--- src/rtl/conv_row_sequencer.sv ---
`default_nettype none
// ============================================================================
// Module   : conv_row_sequencer
// Purpose  : Streams one IFM map into the 3x3 PE array row by row, then runs
//            one drain row, decoding the array/psum-FIFO strobes per (r,c).
//            Optional macro CONV_SEQ_WGT_ONCE_EN: load weights on first pixel only.
// Revision : 1.0  initial release
// ============================================================================
module conv_row_sequencer #(
    parameter int IFM_WIDTH   = 8,
    parameter int KERNEL_SIZE = 3,
    parameter int IFM_W       = 9,
    parameter int IFM_H       = 5,
    parameter int CNT_WIDTH   = 8
) (
    input  logic                 clk1,
    input  logic                 rst_n,
    input  logic                 start,
    output logic                 busy,
    output logic                 done,
    input  logic [IFM_WIDTH-1:0] ifm_in,
    input  logic                 ifm_in_valid,
    output logic                 ifm_in_ready,
    output logic [IFM_WIDTH-1:0] ifm,
    output logic                 set_ifm,
    output logic                 set_wgt,
    output logic                 set_reg,
    output logic                 wr_en_0,
    output logic                 wr_en_1,
    output logic                 wr_en_2,
    output logic                 rd_en_0,
    output logic                 rd_en_1,
    output logic                 rd_en_2,
    output logic                 wr_clr,
    output logic                 rd_clr
);

    localparam int                   K      = KERNEL_SIZE;
    localparam logic [CNT_WIDTH-1:0] C_LAST = CNT_WIDTH'(IFM_W - 1);
    localparam logic [CNT_WIDTH-1:0] C_W    = CNT_WIDTH'(IFM_W);
    localparam logic [CNT_WIDTH-1:0] C_ONE  = CNT_WIDTH'(1);

    typedef enum logic [2:0] {
        ST_IDLE   = 3'd0,
        ST_STREAM = 3'd1,
        ST_GAP    = 3'd2,
        ST_DRAIN  = 3'd3,
        ST_DONE   = 3'd4
    } state_t;

    state_t               state_q, state_d;
    logic [CNT_WIDTH-1:0] r_q, r_d, c_q, c_d;
    logic [IFM_WIDTH-1:0] ifm_q, ifm_d;
    logic                 busy_q, busy_d, done_q, done_d;
    logic                 set_ifm_q, set_ifm_d, set_wgt_q, set_wgt_d;
    logic [2:0]           wr_en_q, wr_en_d, rd_en_q, rd_en_d;
    logic                 wr_clr_q, wr_clr_d, rd_clr_q, rd_clr_d;
    logic                 xfer, ev;
    int                   ri, ci;

    always_comb begin
        state_d = state_q;
        r_d     = r_q;
        c_d     = c_q;
        ifm_d   = ifm_q;
        ev      = 1'b0;
        xfer    = (state_q == ST_STREAM) && ifm_in_valid;
        ri      = int'(r_q);
        ci      = int'(c_q);

        case (state_q)
            ST_IDLE: begin
                if (start) begin
                    state_d = ST_STREAM;
                    r_d     = '0;
                    c_d     = '0;
                end
            end
            ST_STREAM: begin
                if (xfer) begin
                    ev    = 1'b1;
                    ifm_d = ifm_in;
                    if (c_q == C_LAST) begin
                        c_d     = C_W;
                        state_d = ST_GAP;
                    end else begin
                        c_d = c_q + C_ONE;
                    end
                end
            end
            ST_GAP: begin
                // Leaving the last IFM row lands r at IFM_H, which is the drain row.
                ev  = 1'b1;
                c_d = '0;
                r_d = r_q + C_ONE;
                state_d = (ri + 1 < IFM_H) ? ST_STREAM : ST_DRAIN;
            end
            ST_DRAIN: begin
                ev = 1'b1;
                if (c_q == C_W) begin
                    c_d     = '0;
                    state_d = ST_DONE;
                end else begin
                    c_d = c_q + C_ONE;
                end
            end
            ST_DONE: state_d = ST_IDLE;
            default: state_d = ST_IDLE;
        endcase

        set_ifm_d = xfer;
`ifdef CONV_SEQ_WGT_ONCE_EN
        set_wgt_d = xfer && (r_q == '0) && (c_q == '0);
`else
        set_wgt_d = xfer;
`endif
        busy_d = (state_q == ST_STREAM) || (state_q == ST_GAP) || (state_q == ST_DRAIN);
        done_d = (state_q == ST_DONE);

        for (int k = 0; k < 3; k++) begin
            wr_en_d[k] = ev && (ci >= K) && (ci <= IFM_W)
                            && (ri >= k) && (ri <= k + IFM_H - K);
            rd_en_d[k] = ev && (ci <= IFM_W - K)
                            && (ri >= k + 1) && (ri <= k + 1 + IFM_H - K);
        end
        wr_clr_d = ev && (ci == 0) && (ri >= 1);
        rd_clr_d = ev && (ci == IFM_W - K + 1) && (ri >= 1);
    end

    always_ff @(posedge clk1 or negedge rst_n) begin
        if (!rst_n) begin
            state_q   <= ST_IDLE;
            r_q       <= '0;
            c_q       <= '0;
            ifm_q     <= '0;
            busy_q    <= 1'b0;
            done_q    <= 1'b0;
            set_ifm_q <= 1'b0;
            set_wgt_q <= 1'b0;
            wr_en_q   <= '0;
            rd_en_q   <= '0;
            wr_clr_q  <= 1'b0;
            rd_clr_q  <= 1'b0;
        end else begin
            state_q   <= state_d;
            r_q       <= r_d;
            c_q       <= c_d;
            ifm_q     <= ifm_d;
            busy_q    <= busy_d;
            done_q    <= done_d;
            set_ifm_q <= set_ifm_d;
            set_wgt_q <= set_wgt_d;
            wr_en_q   <= wr_en_d;
            rd_en_q   <= rd_en_d;
            wr_clr_q  <= wr_clr_d;
            rd_clr_q  <= rd_clr_d;
        end
    end

    assign ifm_in_ready = (state_q == ST_STREAM);
    assign busy         = busy_q;
    assign done         = done_q;
    assign ifm          = ifm_q;
    assign set_ifm      = set_ifm_q;
    assign set_wgt      = set_wgt_q;
    assign set_reg      = busy_q;
    assign wr_en_0      = wr_en_q[0];
    assign wr_en_1      = wr_en_q[1];
    assign wr_en_2      = wr_en_q[2];
    assign rd_en_0      = rd_en_q[0];
    assign rd_en_1      = rd_en_q[1];
    assign rd_en_2      = rd_en_q[2];
    assign wr_clr       = wr_clr_q;
    assign rd_clr       = rd_clr_q;

endmodule
`default_nettype wire

--- config.mk ---
export PLATFORM = sky130hd
export DESIGN_NAME = conv_row_sequencer
export DESIGN_NICKNAME = d
export VERILOG_FILES = /design/src/rtl/conv_row_sequencer.sv
export SDC_FILE = /design/constraint.sdc
export NUM_CORES = 1
export LEC_CHECK = 0
export ABC_AREA = 1
export CAP_MARGIN = 20
export CORE_ASPECT_RATIO = 0.75
export CORE_MARGIN = 2
export CORE_UTILIZATION = 35
export CTS_CLUSTER_DIAMETER = 80
export CTS_CLUSTER_SIZE = 40
export DETAILED_ROUTE_END_ITERATION = 6
export DONT_BUFFER_PORTS = 1
export PLACE_DENSITY = 0.6
export SYNTH_ARGS = -nofsm -noshare
export SYNTH_HDL_FRONTEND = slang
export SYNTH_SLANG_ARGS = --single-unit
--- constraint.sdc ---
create_clock -name clk1 -period 1.6 [get_ports clk1]
set_input_delay 0.16 -clock clk1 [delete_from_list [all_inputs] [get_ports clk1]]
set_output_delay 0.16 -clock clk1 [all_outputs]
set_load 0.03 [all_outputs]
# Yosys cells after proc, flatten, opt, wreduce, memory -nomap -nowiden
# Index checks and enable logic that the tools add are counted.
# W data, S select, Z words.
[totals] reg_bits=38 output_inout_bits=22
[op_classes] n_eq_ne=11 n_lt_le_gt_ge=11 n_mux=14 n_reduce_logical=30 n_addsub=3
[ops] cell="$mux W8" n=4
[ops] cell="$pmux W8 S4" n=1
[ops] cell="$eq A8 B4 Y1 const B" n=3
[ops] cell="$ge A8 B2 Y1 const B" n=3
[ops] cell="$le A8 B3 Y1 const B" n=3
[ops] cell="$logic_and A1 B1 Y1" n=19
[ops] cell="$add A8 B1 Y8 const B" n=2
[ops] cell="$le A8 B2 Y1 const B" n=2
[ops] cell="$pmux W8 S2" n=1
[ops] cell="$mux W3" n=4
[ops] cell="$pmux W3 S4" n=1
[ops] cell="$add A8 B1 Y9 const B" n=1
[ops] cell="$lt A9 B3 Y1 const B" n=1
[ops] cell="$ge A8 B1 Y1 const B" n=1
[ops] cell="$le A8 B4 Y1 const B" n=1
[ops] cell="$logic_not A8 Y1" n=1
[ops] cell="$eq A3 B2 Y1 const B" n=2
[ops] cell="$ne A2 B1 Y1 const B" n=2
[ops] cell="$ne A2 B2 Y1 const B" n=2
[ops] cell="$reduce_and A2 Y1" n=2
[ops] cell="$reduce_and A4 Y1" n=1
[ops] cell="$reduce_bool A4 Y1" n=1
[ops] cell="$eq A3 B1 Y1 const B" n=1
[ops] cell="$eq A3 B3 Y1 const B" n=1
[ops] cell="other kinds (8)" n=9

# Logic depth before layout (Yosys ltp)
# Gate-level depths: netlist (run 1).
[logic_depth] ltp_word=8 ltp_mapped=12 mapped_depth_nobuf=12

# Worst setup path before layout (run 1)
# Ideal clock, no wire load.
[synth_path] path_kind="flip-flop to flip-flop" startpoint="register r_q[0]" endpoint="register state_q[1]" t_arrival_ns=1.329 setup_ns=0.116 stages_incl_launch_ff=13 path_slack_ns=0.154 required_time_ns=1.484 synth_period_minus_slack_ns=1.446 cell_sequence="dfrtp_1 > inv_1 > ha_1 > inv_1 > nand2_1 > nand2_1 > nand3_1 > nor2_1 > nand2_1 > nand2_1 > nand2_1 > nand2_1 > nand2_1"
[synth_between] elab_chain_len=4
[synth_rtl] item="start: declaration" line="52" text="logic [CNT_WIDTH-1:0] r_q, r_d, c_q, c_d;"
[synth_rtl] item="start signal: assignment" line="146" text="r_q <= r_d;"
[synth_rtl] item="$add A8 B1 Y9" line="96" text="state_d = (ri + 1 < IFM_H) ? ST_STREAM : ST_DRAIN;"
[synth_rtl] item="$lt A9 B3 Y1" line="96"
[synth_rtl] item="$mux W2" line="96"
[synth_rtl] item="$pmux W3 S4" line="71" text="case (state_q)"
[synth_rtl] item="end signal: assignment" line="145" text="state_q <= state_d;"
[synth_rtl] item="end: declaration" line="51" text="state_t state_q, state_d;"
# Every way passes these cells.
# A chain may end at the register's enable or synchronous reset.

# Worst setup path in the final report (run 1)
[layout_path] startpoint="register c_q[0]" endpoint="register state_q[0]"
[layout_between] elab_chain_len=3 elab_cells_between_ends=5 classes_between="eq/ne (4); reduce/logical (1)"
[layout_rtl] item="start: declaration" line="52"
[layout_rtl] item="start signal: assignment" line="134" text="c_q <= '0;"
[layout_rtl] item="start signal: assignment" line="147" text="c_q <= c_d;"
[layout_rtl] item="$eq A8 B4 Y1 (on tied branches)" line="100, 83"
[layout_rtl] item="$ne A2 B2 Y1 (no source line) or $ne A2 B1 Y1 (tied branches)"
[layout_rtl] item="$reduce_and A4 Y1 (no source line) *"
# Mark *: on every way between the ends. The rest lies on a longest branch, timed or not.

==> flow_metrics.tcl, run 1 <==
set metrics [dict create \
    status "complete, no violations" \
    die_w_um 91.69 \
    synth_seq_cells 38 \
    fin_setup_tns_ps 0 \
    highest_layer "met4" \
    cts_buffers 5 \
    io_buffers 0 \
    synth_area_um2 2018 \
    worst-path-buf-inv 1 \
    worstSetupPathType "flop to flop" \
    synth_commonest_cells "nand2_1, dfrtp_1, inv_1, nor2_1, nand3_1" \
    max_slew_margin_pct 64.44 \
    synth_warnings 0 \
    start_util_pct 37.11 \
    worst_slack_ps 51.59 \
    max_stage_delay_ps 440 \
    async_flop_share_pct 100.0 \
    viasPerCell 4.832 \
    routed_wl_mm 4.644 \
    synthCells 245 \
    die_h_um 69.76 \
    crit_family "flip-flops" \
    cts-root-buf "clkbuf_8" \
    final_antenna_net_count 0 \
    ir_drop_mv 1.017 \
    maxCapViolCount 0 \
    synth_top_area_share_pct 47.12 \
    arrival_ps 1740 \
    clock_sinks 38 \
    via_count 1667 \
    slowest_stage "dfrtp_1" \
    drt_iter0_drc 98 \
    cts_buffer_depth 2 \
    grt_pass1_wl_mm 7.527 \
    n_antenna_cell 0 \
    finalHoldViolations 0 \
    fp.dieArea_um2 6396 \
    cell_internal_pwr_w 0.002330 \
    gp_congestion 0.8326 \
    critPathLaunchType "flop" \
    syn_to_final_growth_pct 23.68 \
    dr_wl_met2_mm 2.026 \
    layout.nets 291 \
    powerDensity_nw_per_um2 1706 \
    p_switching_w 0.001928 \
    synth_flop_cell "dfrtp_1" \
    worstPathMaxFanout 7 \
    p_clk_share_pct 19.7 \
    fmax_mhz 645.8 \
    crit_chain "inv_2 > ha_1 > nand3_1 > nor2_2 > o22ai_4 > o21ai_1 > nand2_1" \
    netSwitchingFraction_pct 45.28 \
    wl_per_cell_um 13.46 \
    skew_ps 10.95 \
    antenna_found_initial 0 \
    drc 0 \
    wl_met1_mm 2.247 \
    period_share_pct 96.78 \
    rows 23 \
    h-tree-depth 2 \
    worstPathRequired_ps 1790 \
    insertion_delay_ps 300 \
    synth_fp_nets 266 \
    dr.pass1.iters 4 \
    setup_violations 0 \
    grt_pass1_vias 1542 \
    fin_crit_ps 1548 \
    grt_usage_pct 15.03 \
    p_comb_share_pct 37.2 \
    synth_edf_count 0 \
    pre_cts_ws_ps -44.05 \
    yosysTopAreaCell "dfrtp_1" \
    yosysMostFrequentCell "nand2_1" \
    p_leak_nw 1.184 \
    synth_cell_types 32 \
    met3_length_um 310 \
    grt_overflow 0 \
    yosys-top-cells-area "dfrtp_1, nand2_1, ha_1" \
    drv_slew 0 \
    ys_seq_area_share_pct 47.12 \
    cp-end-kind "flop" \
    grt_max_degree 39 \
    dp_hpwl_mm 3.099 \
    tightest_slew_ps 533.7 \
    clkTransAtPathRegs_ps 80 \
    cts_tree "built" \
    drive_above_1_share_pct 21.11 \
    hold_class "primary input to flop" \
    p_seq_share_pct 43.1 \
    ios 34 \
    syn_avg_cell_area_um2 8.237 \
    core-area_um2 5439 \
]
layout make-up:
cell class              instances  area, um^2
well taps                      75       93.84
fillers                       511        2943
clock buffers                   6       82.58
multi-input cells             169       996.0
flip-flops and latches         38       953.4
clock inverters                 1       30.03
repair buffers                 22       207.7
inverters                      34       132.6
cells in the final DEF, fill, tap and decap left out, types with 4 or more instances in the layout:
cell           count
o22ai_1            6
dlygate4sd3_1      9
nand2_1           62
nor2_2             5
nor2_4             4
o21ai_0            8
dfrtp_1           36
nor2_1            22
inv_1             22
inv_2             10
nand4_1            4
nand3_1           16
clkbuf_8           6
o21ai_1            6
ha_1               6
buf_4             10
sequential cells by signal, indices dropped and copies added, names as in the netlist:
name and cells:
r_q 8, wr_en_q 3, rd_clr 1, ifm 8, busy 1, rd_en_q 3
set_wgt 1, done 1, c_q 8, state_q 3, wr_clr 1
tightest hold or removal path, cell delays in order:
cell and delay (ps):
nand2_4 80, nand2_1 70, nand2_1 40
per-stage QoR:
step           cell area, um^2  cells  total power (W)  utilization, %  hold WS (ps)
6_report                  2496    345         0.004258           45.89         93.32
5_1_grt                   2496    345         0.004579           45.89         99.45
4_1_cts                   2354    338         0.004043           43.27         90.20
3_5_place_dp              2125    321         0.003152           39.06        -134.7
3_3_place_gp              2125    321         0.003146           39.06        -134.7
2_1_floorplan             2018    245         0.002810               -        -135.6
final timing paths:
path | from | slack, ps | cells past startpoint | endpoint
setup / recovery | c_q[0] | 50 | 7 | state_q[0]
hold reg to reg | state_q[0] | 530 | 1 | done
min in group asynchronous | rst_n | 310 | 2 | state_q[1]
max in group asynchronous | rst_n | 1090 | 2 | r_q[2]
hold / removal | ifm_in_valid | 90 | 3 | ifm[6]
setup reg to reg | c_q[0] | 50 | 7 | state_q[0]
kinds of logic after synthesis:
kind of cell / share of synthesized area [%]
AND/OR/NAND/NOR: 29.01
buffers and inverters: 7.687
flip-flops: 47.12
AO/OA/AOI/OAI: 9.299
adder cells (fa/ha/maj): 5.580
XOR/XNOR: 1.302
routing by layer:
layer,global-route usage (%),vias up
li1,-,840
met1,21.61,763
met2,20.34,59
met3,5.326,5
met4,5.892,0
met5,0,-
repair_timing:
action | CTS | global route
pin swaps | 0 | 6
setup endpoints to repair | 9 | 9
hold buffers | 10 | 0
gates cloned | 0 | 0
gates resized for setup | 1 | 27
endpoints found under the hold margin | 46 | 0
setup buffers | 0 | 7
power groups by stage:
stage          Sequential, W  Clock (W)  Combinational (W)
2_1_floorplan        0.00173          0            0.00108
3_3_place_gp         0.00182          0            0.00133
3_5_place_dp         0.00181          0            0.00134
4_1_cts              0.00180   0.000857            0.00138
5_1_grt              0.00188   0.000905            0.00180
6_report             0.00183   0.000840            0.00158
(Power assumes the default switching activity.)
==> run 2, diff against run 1 <==
--- a/config.mk
+++ b/config.mk
@@ -14,6 +14,8 @@
 export CTS_CLUSTER_SIZE = 40
 export DETAILED_ROUTE_END_ITERATION = 6
 export DONT_BUFFER_PORTS = 1
+export GPL_TIMING_DRIVEN = 0
+export HOLD_SLACK_MARGIN = 0.05
 export PLACE_DENSITY = 0.6
 export SYNTH_ARGS = -nofsm -noshare
 export SYNTH_HDL_FRONTEND = slang
==> flow_metrics.tcl, run 2 (synthesis results as in run 1) <==
set metrics [dict create \
    status "complete, no violations" \
    core-area_um2 5439 \
    fp.dieArea_um2 6396 \
    period_share_pct 96.94 \
    powerDensity_nw_per_um2 1695 \
    io_buffers 0 \
    maxCapViolCount 0 \
    drt_iter0_drc 86 \
    routed_wl_mm 4.384 \
    final_area_um2 2466 \
    worstSetupPathType "flop to flop" \
    insertion_delay_ps 300 \
    final_cell_mix "nand2_1, dfrtp_1, nor2_1" \
    skew_ps 5.768 \
    layout.cells.non_filler 346 \
    dr.pass1.iters 5 \
    grt_usage_pct 15.01 \
    p_clk_share_pct 19.6 \
    p_leak_nw 1.193 \
    drv_slew 0 \
    crit_end "c_q[2]" \
    grt_pass1_wl_mm 7.486 \
    p_comb_share_pct 37.9 \
    cts_tree "built" \
    die_h_um 69.76 \
    antenna_found_initial 0 \
    worstPathRequired_ps 1790 \
    fmax_mhz 644.7 \
    netSwitchingFraction_pct 46.22 \
    syn_to_final_growth_pct 22.19 \
    finalPower_w 0.004179 \
    p_switching_w 0.001932 \
    grt_pass1_vias 1601 \
    ios 34 \
    layout.nets 291 \
    hold_ws_ps 61.25 \
    cts_buffer_depth 2 \
    worstPathMaxFanout 4 \
    final_antenna_net_count 0 \
    reg2reg_depth 9 \
    n_antenna_cell 0 \
    max_slew_margin_pct 76.48 \
    cell_internal_pwr_w 0.002248 \
    fin_setup_tns_ps 0 \
    critPathLaunchType "flop" \
    r2r-start "state_q[2]" \
    hold_class "primary input to flop" \
    rows 23 \
    cts_buffers 5 \
    cts-root-buf "clkbuf_8" \
    h-tree-depth 2 \
    setup_violations 0 \
    clock_sinks 38 \
    p_seq_share_pct 42.5 \
    cp-end-kind "flop" \
    viasPerCell 4.824 \
    grt_overflow 0 \
    grt_max_degree 39 \
    layout_commonest_cell "nand2_1" \
    arrival_ps 1740 \
    dpl_cell_area_um2 2112 \
    gp_congestion 0.8931 \
    cp-startpoint "state_q[2]" \
    dp_hpwl_mm 3.028 \
    ir_drop_mv 0.7781 \
    rsz0062_at_grt "yes" \
    start_util_pct 37.11 \
    drc 0 \
    fin_crit_ps 1551 \
    place_inst 320 \
    finalHoldViolations 0 \
    r2r_slack_ps 50 \
    drive_above_1_share_pct 20.66 \
    clkTransAtPathRegs_ps 80 \
    r2r-end "c_q[2]" \
    tightest_slew_ps 352.0 \
    via_count 1669 \
    wl_per_cell_um 12.67 \
    die_w_um 91.69 \
]
-- run 2: cell types whose count changed in the layout (fill, tap and decap cells not counted), moves of 2 or more --
cell	delta
buf_6	-2
ha_1	+2
clkinv_2	+2
ha_4	-3
buf_2	+2
nor2_1	+2
nand2_4	+2
nand2_2	-2
o22ai_2	+2
inv_2	-2
o22ai_1	-2
-- run 2: final cells by class --
cell class                      instances  area [um^2]
Buffer                                  4        25.02
Clock buffer                            5        68.82
Clock inverter                          3        40.04
Fill cell                             511         2973
Inverter                               34        137.6
Multi-Input combinational cell        169        977.2
Sequential cell                        38        953.4
Tap cell                               75        93.84
Timing Repair Buffer                   18        170.2
-- run 2: worst min-delay path by stage --
| stage | from | endpoint | cells past startpoint |
|---|---|---|---|
| detailed placement | rst_n | ifm[0] | 0 |
| global placement | rst_n | ifm[0] | 0 |
| floorplan | rst_n | busy | 0 |
| global route | ifm_in_valid | set_wgt | 2 |
| finish | ifm_in_valid | set_wgt | 2 |
| CTS | ifm_in_valid | set_wgt | 2 |
-- run 2: timing repair --
item,4_1_cts,5_1_grt
setup buffers,1,7
hold buffers,10,0
endpoints found under the hold margin,46,0
pin swaps,2,5
endpoints found under the setup margin,6,13
resized for setup,4,21
gates cloned,0,0
-- run 2: metal layers --
metal / wire length [um] / global-route usage, %
met3: 320 / 5.109
met2: 1765 / 20.92
met5: 0 / 0
met1: 2237 / 21.52
met4: 61 / 5.051
-- run 2: power by group through the flow --
stage | combinational, W | sequential, W | clock [W]
floorplan | 0.00108 | 0.00173 | 0
global placement | 0.00133 | 0.00178 | 0
finish | 0.00158 | 0.00177 | 0.000820
CTS | 0.00143 | 0.00177 | 0.000831
global route | 0.00179 | 0.00181 | 0.000888
detailed placement | 0.00135 | 0.00177 | 0
-- run 2: critical path, stage by stage, from the launching register on --
cell	delay, ps
dfrtp_1	390
inv_2	90
nand2_4	60
nor2_4	290
inv_4	90
nor2_4	150
nor2_4	50
nand2_4	120
o21ai_1	60
a21boi_1	120
-- run 2: metrics by stage --
step / utilization [%] / setup slack (ps)
finish: 45.34 / 48.98
global route: 45.34 / -75.33
CTS: 43.27 / -27.93
detailed placement: 38.83 / -56.53
global placement: 38.83 / -49.41
floorplan: - / 154.2
==> run 3, diff against run 2 <==
--- a/config.mk
+++ b/config.mk
@@ -8,7 +8,7 @@
 export ABC_AREA = 1
 export CAP_MARGIN = 20
 export CORE_ASPECT_RATIO = 0.75
-export CORE_MARGIN = 2
+export CORE_MARGIN = 3
 export CORE_UTILIZATION = 35
 export CTS_CLUSTER_DIAMETER = 80
 export CTS_CLUSTER_SIZE = 40
==> constraint.sdc (replaced) <==
create_clock -name clk1 -period 2 [get_ports clk1]
set_input_delay 0.2 -clock clk1 [delete_from_list [all_inputs] [get_ports clk1]]
set_output_delay 0.2 -clock clk1 [all_outputs]
set_load 0.03 [all_outputs]
==> flow_metrics.tcl, run 3 (synthesis results as in run 1) <==
set metrics [dict create \
    viasPerCell 4.751 \
    netSwitchingFraction_pct 47.62 \
    r2r-start "c_q[1]" \
    ios 34 \
    hold_ws_ps 129.5 \
    drv_slew 0 \
    grt_pass1_vias 1594 \
    final_antenna_net_count 0 \
    maxCapViolCount 0 \
    layout.nets 283 \
    gp_congestion 0.8166 \
    r2r_slack_ps 280 \
    cts_buffers 5 \
    arrival_ps 1890 \
    rows 23 \
    cp_common_cell "inv_1" \
    start_util_pct 36.91 \
    die_w_um 93.69 \
    grt_max_degree 39 \
    p_seq_share_pct 46.0 \
    max_stage_delay_ps 420 \
    n_antenna_cell 0 \
    skew_ps 4.913 \
    whs_path_depth 2 \
    cts-root-buf "clkbuf_8" \
    clkTransAtPathRegs_ps 70 \
    layout_commonest_cell "nand2_1" \
    period_share_pct 85.85 \
    cts_tree "built" \
    fin_setup_tns_ps 0 \
    reg2reg_depth 7 \
    worst-path-buf-inv 2 \
    cp-end-kind "flop" \
    grt_usage_pct 14.27 \
    antenna_found_initial 0 \
    syn_to_final_growth_pct 14.63 \
    crit_chain "inv_1 > ha_1 > inv_1 > nor3_2 > o22ai_2 > o21ai_1 > nand2_1" \
    slowest_stage "dfrtp_1" \
    fin_crit_ps 1717 \
    p_clk_share_pct 17.8 \
    grt_pass1_wl_mm 7.465 \
    dr.pass1.iters 4 \
    max_slew_margin_pct 72.58 \
    critPathLaunchType "flop" \
    worstPathMaxFanout 7 \
    dp_hpwl_mm 3.075 \
    p_switching_w 0.001461 \
    p_leak_nw 1.135 \
    crit_cells 7 \
    powerDensity_nw_per_um2 1327 \
    p_comb_share_pct 36.2 \
    final_area_um2 2313 \
    crit_family "simple AND/OR/NAND/NOR gates" \
    drive_above_1_share_pct 11.41 \
    layout.cells.non_filler 338 \
    status "complete, no violations" \
    clock_sinks 38 \
    rsz0062_at_grt "no" \
    setup_violations 0 \
    finalHoldViolations 0 \
    routed_wl_mm 4.346 \
    r2r-end "state_q[0]" \
    core-area_um2 5468 \
    hold_class "primary input to flop" \
    cell_internal_pwr_w 0.001608 \
    worstSetupPathType "flop to flop" \
    fmax_mhz 582.4 \
    cts_buffer_depth 2 \
    drc 0 \
    fp.dieArea_um2 6723 \
    cts_setup_buffers 0 \
    insertion_delay_ps 290 \
    worstPathRequired_ps 2170 \
    via_count 1606 \
    cts_hold_buffers 10 \
    die_h_um 71.76 \
    h-tree-depth 2 \
    min-delay-start "start" \
    place_inst 320 \
    drt_iter0_drc 80 \
    final_cell_mix "nand2_1, dfrtp_1, inv_1" \
    tightest_slew_ps 409.1 \
    wl_per_cell_um 12.86 \
    hold_end "state_q[0]" \
    ir_drop_mv 0.8563 \
    dpl_cell_area_um2 2112 \
    grt_overflow 0 \
    io_buffers 0 \
    ctsResizeCount 0 \
]
[run 3: how the worst max path moves through the flow]
stage | startpoint | end | slack (ps)
2_1_floorplan | r_q[0] | state_q[1] | 550
3_3_place_gp | c_q[1] | state_q[0] | 350
3_5_place_dp | c_q[1] | state_q[0] | 310
4_1_cts | c_q[1] | state_q[0] | 300
5_1_grt | c_q[1] | state_q[0] | 120
6_report | c_q[1] | state_q[0] | 280
[run 3: power by group through the flow]
stage          sequential [W]  combinational [W]  clock [W]
6_report              0.00141            0.00111   0.000545
5_1_grt               0.00144            0.00127   0.000596
4_1_cts               0.00141            0.00112   0.000569
3_5_place_dp          0.00142            0.00108          0
3_3_place_gp          0.00143            0.00107          0
2_1_floorplan         0.00138           0.000866          0
[run 3: metal layers]
metal	track usage, %	share of wire (%)	up-vias	wire length [um]
met2	18.96	39	51	1687
li1	-	-	821	-
met5	0	0	-	0
met4	5.288	1.6	0	68
met1	21.15	52	726	2261
met3	4.932	7.5	8	328
[run 3: final cells by class]
class	instances	area [um^2]
Clock buffer	7	86.33
Timing Repair Buffer	10	110.1
Multi-Input combinational cell	169	912.1
Buffer	4	25.02
Clock inverter	1	5.005
Tap cell	75	93.84
Fill cell	544	3154
Sequential cell	38	950.9
Inverter	34	130.1
[run 3: per-stage QoR]
stage | power [W] | utilization (%) | setup WS [ps]
2_1_floorplan | 0.002248 | - | 554.2
3_3_place_gp | 0.002493 | 38.63 | 348.8
3_5_place_dp | 0.002502 | 38.63 | 309.2
4_1_cts | 0.003096 | 42.31 | 297.2
5_1_grt | 0.003308 | 42.31 | 123.5
6_report | 0.003069 | 42.31 | 283.0
